[src/rtl/stopwatch_ctrl.sv]
// MM:SS stopwatch controller: IDLE/RUN/PAUSE/ADJ state machine with BCD time
// digits, 1 Hz counting in RUN and per-field time setting in ADJ.
module stopwatch_ctrl #(
    parameter bit WRAP = 1'b1
) (
    input  logic       clk,
    input  logic       rst_n,
    input  logic       tick_1hz,
    input  logic       tick_adj,
    input  logic       btn_pause,
    input  logic       btn_clr,
    input  logic       adj,
    input  logic       sel,
    output logic [4:0] min_l,
    output logic [4:0] min_r,
    output logic [4:0] sec_l,
    output logic [4:0] sec_r,
    output logic       running,
    output logic       blink,
    output logic [1:0] state
);

    typedef enum logic [1:0] {
        S_IDLE  = 2'd0,
        S_RUN   = 2'd1,
        S_PAUSE = 2'd2,
        S_ADJ   = 2'd3
    } state_e;

    state_e     state_q, state_d;
    logic [3:0] min_l_q, min_l_d;
    logic [3:0] min_r_q, min_r_d;
    logic [3:0] sec_l_q, sec_l_d;
    logic [3:0] sec_r_q, sec_r_d;
    logic       running_q, running_d;
    logic       blink_q, blink_d;
    logic       at_max;

    assign at_max = (min_l_q == 4'd9) && (min_r_q == 4'd9) &&
                    (sec_l_q == 4'd5) && (sec_r_q == 4'd9);

    always_comb begin
        state_d   = state_q;
        min_l_d   = min_l_q;
        min_r_d   = min_r_q;
        sec_l_d   = sec_l_q;
        sec_r_d   = sec_r_q;
        blink_d   = blink_q;
        running_d = 1'b0;

        if (btn_clr) begin
            state_d = S_IDLE;
            min_l_d = '0;
            min_r_d = '0;
            sec_l_d = '0;
            sec_r_d = '0;
        end else begin
            case (state_q)
                S_IDLE, S_PAUSE: begin
                    if (adj)
                        state_d = S_ADJ;
                    else if (btn_pause)
                        state_d = S_RUN;
                end
                S_RUN: begin
                    // The tick is counted first; a coincident adj/btn_pause then
                    // overrides the saturation-driven PAUSE with the same or a
                    // stronger target.
                    if (tick_1hz) begin
                        if (at_max && !WRAP) begin
                            state_d = S_PAUSE;
                        end else if (sec_r_q != 4'd9) begin
                            sec_r_d = sec_r_q + 4'd1;
                        end else begin
                            sec_r_d = '0;
                            if (sec_l_q != 4'd5) begin
                                sec_l_d = sec_l_q + 4'd1;
                            end else begin
                                sec_l_d = '0;
                                if (min_r_q != 4'd9) begin
                                    min_r_d = min_r_q + 4'd1;
                                end else begin
                                    min_r_d = '0;
                                    min_l_d = (min_l_q != 4'd9) ? min_l_q + 4'd1 : '0;
                                end
                            end
                        end
                    end
                    if (adj)
                        state_d = S_ADJ;
                    else if (btn_pause)
                        state_d = S_PAUSE;
                end
                S_ADJ: begin
                    if (!adj) begin
                        state_d = S_PAUSE;
                    end else if (tick_adj) begin
                        blink_d = ~blink_q;
                        if (sel) begin
                            if (sec_r_q != 4'd9) begin
                                sec_r_d = sec_r_q + 4'd1;
                            end else begin
                                sec_r_d = '0;
                                sec_l_d = (sec_l_q != 4'd5) ? sec_l_q + 4'd1 : '0;
                            end
                        end else begin
                            if (min_r_q != 4'd9) begin
                                min_r_d = min_r_q + 4'd1;
                            end else begin
                                min_r_d = '0;
                                min_l_d = (min_l_q != 4'd9) ? min_l_q + 4'd1 : '0;
                            end
                        end
                    end
                end
            endcase
        end

        // blink is only meaningful while staying in ADJ; it restarts at 0 on entry
        if (state_d != S_ADJ || state_q != S_ADJ)
            blink_d = 1'b0;
        running_d = (state_d == S_RUN);
    end

    always_ff @(posedge clk or negedge rst_n) begin
        if (!rst_n) begin
            state_q   <= S_IDLE;
            min_l_q   <= '0;
            min_r_q   <= '0;
            sec_l_q   <= '0;
            sec_r_q   <= '0;
            running_q <= 1'b0;
            blink_q   <= 1'b0;
        end else begin
            state_q   <= state_d;
            min_l_q   <= min_l_d;
            min_r_q   <= min_r_d;
            sec_l_q   <= sec_l_d;
            sec_r_q   <= sec_r_d;
            running_q <= running_d;
            blink_q   <= blink_d;
        end
    end

    assign min_l   = {1'b0, min_l_q};
    assign min_r   = {1'b0, min_r_q};
    assign sec_l   = {1'b0, sec_l_q};
    assign sec_r   = {1'b0, sec_r_q};
    assign running = running_q;
    assign blink   = blink_q;
    assign state   = state_q;

endmodule

[config.mk]
export PLATFORM = sky130hd
export DESIGN_NAME = stopwatch_ctrl
export DESIGN_NICKNAME = d
export VERILOG_FILES = /design/src/rtl/stopwatch_ctrl.sv
export SDC_FILE = /design/constraint.sdc
export NUM_CORES = 1
export LEC_CHECK = 0
export ABC_AREA = 1
export CAP_MARGIN = 0
export CORE_UTILIZATION = 46
export CTS_CLUSTER_DIAMETER = 150
export CTS_CLUSTER_SIZE = 40
export DETAILED_ROUTE_END_ITERATION = 6
export GPL_ROUTABILITY_DRIVEN = 0
export PLACE_DENSITY = 0.75
export SLEW_MARGIN = 20
export SYNTH_ARGS = -nofsm -noshare
export SYNTH_HDL_FRONTEND = slang
export SYNTH_SLANG_ARGS = --single-unit
[constraint.sdc]
create_clock -name clk -period 1.7 [get_ports clk]
set_clock_uncertainty 0.05 [all_clocks]
set_input_delay 0.255 -clock clk [delete_from_list [all_inputs] [get_ports clk]]
set_output_delay 0.255 -clock clk [all_outputs]
set_load 0.005 [all_outputs]
# == Word level (Yosys, flattened, before mapping) ==
# Index checks and enable logic that the tools add are counted.
# word_totals
ff_bits,20
elab_cells,86
input_bits,8
# classes
n_addsub,4
reduce_logical,10
eq_ne,18
n_mux,46
bitwise_logic,1
# op_table
operator,n
$mux 4,30
$pmux 4 s2,4
$ne 3x3->1 const B,7
$add 4x1->4 const B,4
$mux 2,6
$ne 4x4->1 const B,3
$reduce_and 7->1,1
$pmux 2 s3,1
$reduce_bool 2->1,3
$mux 1,5
$reduce_and 5->1,1
$eq 2x1->1 const B,2
$eq 2x2->1 const B,2
$ne 2x2->1 const B,2
$ne 4x3->1 const B,1
$reduce_and 4->1,1
$reduce_bool 3->1,1
$logic_not 2->1,1
$ne 2x1->1 const B,1
$reduce_or 2->1,1
$logic_or 1x1->1,1
$not 1->1,1

# == Longest topological paths before layout ==
# Gate-level depths: netlist of run 1.
# logic_depth
word_depth,8
ltp_mapped,9

# == Least setup slack after synthesis of run 1 ==
# OpenSTA, ideal clock, no wires.
# synth_timing
kind,reg-to-reg
from,reg sec_r_q[0]
to,reg sec_r_q[0]
setup_slack_ns,0.324
required_ns,1.574
arrival_ns,1.250
n_path_buf,0
synth_period_minus_slack_ns,1.376
path_stages_with_launch,8
path_cell_list,dfrtp_1 > ha_1 > nand2_1 > nor2_1 > nor2_2 > inv_1 > or2_0 > o21ai_1
# synth_via
elab_chain_len,7
# synth_lines
element,line,text
"start, declared",34,"logic [3:0] sec_r_q, sec_r_d;"
"start signal, assigned",139,sec_r_q <= sec_r_d;
$add 4x1->4 / $ne 4x4->1 (equally long branches),n/a,
$mux 4 (*),"72, 100",
$mux 4,99,if (sel) begin
$mux 4,97,end else if (tick_adj) begin
$mux 4,95,if (!adj) begin
$pmux 4 s2 (*),58,case (state_q)
$mux 4 (*),51,if (btn_clr) begin
# Mark *: on every way between the ends. The rest lies on a longest branch, timed or not. The select of a mux whose other input is x is not followed.
# A chain may end at the register's enable or synchronous reset.

# == Final worst setup path of run 1 ==
# layout_timing
from,reg sec_r_q[2]
to,out sec_r[2]
# layout_rtl
element,line,text
"end, declared",17,"output logic [4:0] sec_r,"
# No word-level cell between the ends.

==> results of run 1 <==
## sequential cells by signal, summed over array words and instances (netlist names)
register / count
running: 1
min_l_q: 4
min_r_q: 4
sec_l_q: 4
blink: 1
sec_r_q: 4
state: 2
## per-layer routing
layer | vias up | track usage | part of all wire
met1 | 620 | 0.260 | 0.46
met4 | 0 | 0.0767 | 0.022
li1 | 653 | - | -
met3 | 7 | 0.0230 | 0.029
met5 | - | 0 | 0
met2 | 28 | 0.319 | 0.49
## worst reg2reg max path: stages (launching register included)
cell and delay, ns:
dfrtp_1 0.44, inv_1 0.10, ha_1 0.17, nand2_1 0.06, nor2_1 0.17, nor2_2 0.07
buf_4 0.14, nor2_2 0.17, nand2_1 0.08, nand2_1 0.07
## cell families (layout without fill, tap and decap cells)
kind of cell | after synthesis | in the layout | share of synthesized area
and+or+nand+nor | 121 | 121 | 0.416
buffers and inverters | 23 | 57 | 0.0797
DFF | 20 | 20 | 0.366
adders and majority gates | 8 | 8 | 0.0733
AOI/OAI and AO/OA | 8 | 8 | 0.0302
xor gates and xnor gates | 5 | 5 | 0.0320
other | 1 | 4 | 0.00274
## Yosys cell counts
library cell  number
nand4_1            4
o21ai_1            2
nor2_8             1
nor3b_1            1
nand3_2            1
o21ai_0            2
nor2_1            25
xor2_1             1
nand3_4            1
buf_4              4
nor2_2             5
nor4_1             1
buf_6              1
or2_0              1
nand3_1           18
nor2b_1            1
ha_1               8
and2_1             1
a21oi_1            3
nand3b_1           1
conb_1             1
nand2_4            1
dfrtp_1           20
nand2_1           56
nand2_2            3
inv_2              3
inv_1             15
a31oi_1            1
xnor2_1            4
## report_power, final
| group | internal [W] | leakage [nW] | switching [W] | total, W |
|---|---|---|---|---|
| combinational | 0.000244 | 0.589 | 0.000202 | 0.000445 |
| clock | 0.0000826 | 0.0138 | 0.000145 | 0.000228 |
| sequential | 0.000540 | 0.266 | 0.000105 | 0.000644 |
| total | 0.000866 | 0.869 | 0.000452 | 0.00132 |
## metrics by stage
step           std cells  hold slack [ns]
2_1_floorplan        189          -0.0906
3_3_place_gp         251            0.461
3_5_place_dp         251            0.471
4_1_cts              254            0.228
5_1_grt              254            0.238
6_report             254            0.226
## repair_timing
| item | in CTS | in global routing |
|---|---|---|
| buffers inserted | 0 | 0 |
| gates resized for setup | 0 | 1 |
| hold buffers | 0 | 0 |
| setup endpoints to repair | 0 | 1 |
## worst paths after layout
check | to | slack [ns] | depth (start not counted)
min reg2reg | min_l_q[3] | 0.50 | 2
max | sec_r[2] | 0.07 | 1
max reg2reg | sec_l_q[1] | 0.15 | 9
max in group asynchronous | state[0] | 1.15 | 2
min | sec_r_q[3] | 0.23 | 2
min in group clk | min_l_q[3] | 0.50 | 2
## layout make-up
type                            instances  area [um^2]
Timing Repair Buffer                   36          338
Clock buffer                            3         22.5
Tap cell                               31         38.8
Fill cell                             257         1040
Inverter                               18         67.6
Multi-Input combinational cell        146          768
Sequential cell                        20          502
==> flow_summary.toml, run 1 <==
[placed_design]
port_buffers = 27
dpl.hpwl_um = 2120
placed_cell_area_um2 = 1710
preCtsSetupSlack_ns = -0.0735

[floorplan]
die_w_um = 56.5
start_util = 0.491
rows = 19
ioPinCount = 32
coreArea_um2 = 2780
die_area_um2 = 3190
fp.dieH_um = 56.5

[timing]
period_minus_slack_ns = 1.63
rsz0062_at_grt = "no"
drv_slew = 0
finalHoldViolations = 0
fin_crit_sh = 0.959
layout_setup_ws_ns = 0.0698
setup_tns_ns = 0
fmax_ghz = 0.613
setup_viol = 0

[critical_path]
arrival_ns = 1.33
required_ns = 1.39
path_class = "flip-flop to output port"
critPathLaunchType = "flip-flop"
slowest_delay_ns = 0.54
worstReg2RegStart = "sec_r_q[1]"
crit_start = "sec_r_q[2]"
path_cells = "clkdlybuf4s50_1"
crit_buf_inv = 1
crit_family = "buffers and inverters"
crit_path_top_delay_cell = "clkdlybuf4s50_1"
endpoint_kind = "output port"
crit_path_max_fanout = 7

[final_layout]
fin_nets = 241
diodes = 0
drive_gt1_frac = 0.126
layout_commonest_cell = "nand2_1"
layout_common_cells = "56 x nand2_1, 27 x clkdlybuf4s50_1, 25 x nor2_1"
utilization = 0.624
final_cell_area_um2 = 1740
syn_to_final_growth_pct = 27.1

[cts]
cts-root-buf = "clkbuf_4"
cts_made_buffers = 3
clkTransAtPathRegs_ns = 0.11
clock_sinks = 20
clk_latency_ns = 0.30
htree_levels = 1
cts_buffer_depth = 2
tritoncts = "built"

[hold_path]
hold_path.class = "primary input to asynchronous set/reset pin"

[drt]
wl_per_cell_um = 11.0
drt_iter0_drc = 36
routed_wl_um = 2790
ant_nets = 0
via_per_inst = 5.15
dr.pass1.iters = 4
vias = 1308
route.detailed.drc = 0

[synthesis]
synth.avg_cell_area_um2 = 7.35
yosys-top-cells-area = "dfrtp_1 37%, nand2_1 15%, ha_1 7.3%, nor2_1 6.9%, nand3_1 6.6%"
synth_largest_area_cell = "dfrtp_1"
ys_types = 29
ys_ff_latch = 20
syn_area_um2 = 1370
ys_seq_area_frac = 0.366
synth_top_area_share = 0.366
synthCells = 186
ys_warn_count = 0

[grt]
first_global_vias = 1194
antenna_found_initial = 0
grt_pass1_wl_um = 5000
grt_max_degree = 21
track_usage = 0.194
grt.overflow.total = 0

[pwr]
finalPower_w = 0.00132
cellPowerDensity_nw_per_um2 = 759
p_leak_nw = 0.869
peakVddDrop_uv = 643

[job]
maxCapViolCount = 0

[run_status]
status = "completed"
No activity file was read; power rests on OpenSTA's default activity.
==> run 2, diff against run 1 <==
CELL_PAD_IN_SITES_DETAIL_PLACEMENT = 0   (was unset)
CELL_PAD_IN_SITES_GLOBAL_PLACEMENT = 1   (was unset)
CORE_UTILIZATION = 35   (was 46)
CTS_CLUSTER_SIZE = 10   (was 40)
PLACE_DENSITY = unset   (was 0.75)
PLACE_DENSITY_LB_ADDON = 0.1   (was unset)
==> flow_summary.toml, run 2 (synthesis results as in run 1) <==
[run_status]
status = "completed"

[pwr]
p_sw_frac = 0.324
cellPowerDensity_nw_per_um2 = 781
p_leak_nw = 0.887
power_frac_comb = 0.325
intPower_w = 0.000946
seqPwrFrac = 0.457
switchingPower_w = 0.000453
p_clk_frac = 0.218
peakVddDrop_uv = 308

[hold_path]
hold_path.class = "primary input to asynchronous set/reset pin"

[cts]
postCtsHoldBufs = 0
cts_made_buffers = 3
clk_latency_ns = 0.25
clkTransAtPathRegs_ns = 0.07
clock_sinks = 20
cts-root-buf = "clkbuf_8"
cts_buffer_depth = 2
htree_levels = 1
tritoncts = "built"

[placed_design]
port_buffers = 27
preCtsSetupSlack_ns = -0.0690
placed_cell_area_um2 = 1750
dpl.hpwl_um = 2160
dp_cells = 270

[drt]
route.detailed.drc = 0
routed_wl_um = 2850
dr.pass1.iters = 4
drt_iter0_drc = 70
ant_nets = 0
wl_per_cell_um = 10.5
vias = 1245
via_per_inst = 4.56

[grt]
track_usage = 0.153
grt_max_degree = 21
grt_pass1_wl_um = 5040
first_global_vias = 1179
grt.overflow.total = 0
antenna_found_initial = 0

[critical_path]
critPathLaunchType = "flip-flop"
slowest_delay_ns = 0.56
required_ns = 1.39
arrival_ns = 1.29
endpoint_kind = "output port"
path_class = "flip-flop to output port"
crit_family = "buffers and inverters"
crit_path_max_fanout = 7
path_cells = "clkdlybuf4s50_1"
crit_buf_inv = 1
crit_path_top_delay_cell = "clkdlybuf4s50_1"

[final_layout]
diodes = 0
syn_to_final_growth_pct = 31.2
layout_commonest_cell = "nand2_1"
seq_area_um2 = 500
drive_gt1_frac = 0.133
final_cell_area_um2 = 1790
fin_nets = 243
fillCellCount = 392
layout_common_cells = "56 x nand2_1, 27 x clkdlybuf4s50_1, 24 x nor2_1"
final_cells = 273
utilization = 0.482
multi_input_area_um2 = 771

[job]
maxCapViolCount = 0

[timing]
fin_hold_ws_ns = 0.298
setup_viol = 0
fin_crit_sh = 0.936
drv_slew = 0
period_minus_slack_ns = 1.59
fmax_ghz = 0.628
finalHoldViolations = 0
rsz0062_at_grt = "no"
layout_setup_ws_ns = 0.108

[floorplan]
start_util = 0.368
rows = 22
fp.dieH_um = 64.5
coreArea_um2 = 3720
die_w_um = 64.5
ioPinCount = 32
die_area_um2 = 4160
run 2: cell types whose count changed in the layout (fill, tap and decap cells not counted):
cell and change:
buf_4 +2, clkbuf_4 -3, clkbuf_8 +3, dfrtp_1 +1, dfrtp_2 -1, nor2_1 -1
nor2_2 +1
run 2: through the flow:
stage	power, W	TNS, ns
final	0.00140	0
after global routing	0.00152	0
after CTS	0.00142	0
after detailed placement	0.00111	-0.715
after global placement	0.00110	-0.117
after floorplan	0.000875	0
run 2: layer usage:
layer | vias to the layer above | track usage | wire length, um
li1 | 662 | - | -
met1 | 559 | 0.192 | 1420
met2 | 22 | 0.272 | 1340
met3 | 2 | 0.0211 | 75
met4 | 0 | 0.0417 | 12
met5 | - | 0 | 0
run 2: final cells by class:
cell class / instances / area share
Multi-Input combinational cell: 146 / 0.430
Tap cell: 48 / 0.0335
Clock buffer: 3 / 0.0230
Sequential cell: 20 / 0.279
Timing Repair Buffer: 38 / 0.197
Inverter: 18 / 0.0377
run 2: power groups by stage:
stage	clock network, W	registers (W)	logic (W)
2_1_floorplan	0	0.000641	0.000235
3_3_place_gp	0	0.000643	0.000457
3_5_place_dp	0	0.000648	0.000459
4_1_cts	0.000316	0.000640	0.000462
5_1_grt	0.000338	0.000656	0.000522
6_report	0.000305	0.000640	0.000455
run 2: worst paths after layout:
kind	start	endpoint	slack (ns)	depth (start not counted)
setup / recovery	sec_r_q[2]	sec_r[2]	0.11	1
hold / removal	rst_n	min_r_q[3]	0.30	2
setup reg to reg	sec_r_q[1]	min_r_q[2]	0.20	9
hold reg to reg	min_l_q[3]	min_l_q[3]	0.48	2
max in group asynchronous	rst_n	sec_l_q[0]	1.08	2
min in group clk	min_l_q[3]	min_l_q[3]	0.48	2
run 2: timing repair:
item | 4_1_cts | 5_1_grt
setup endpoints to repair | 0 | 7
gates resized for setup | 0 | 1
setup buffers | 0 | 0
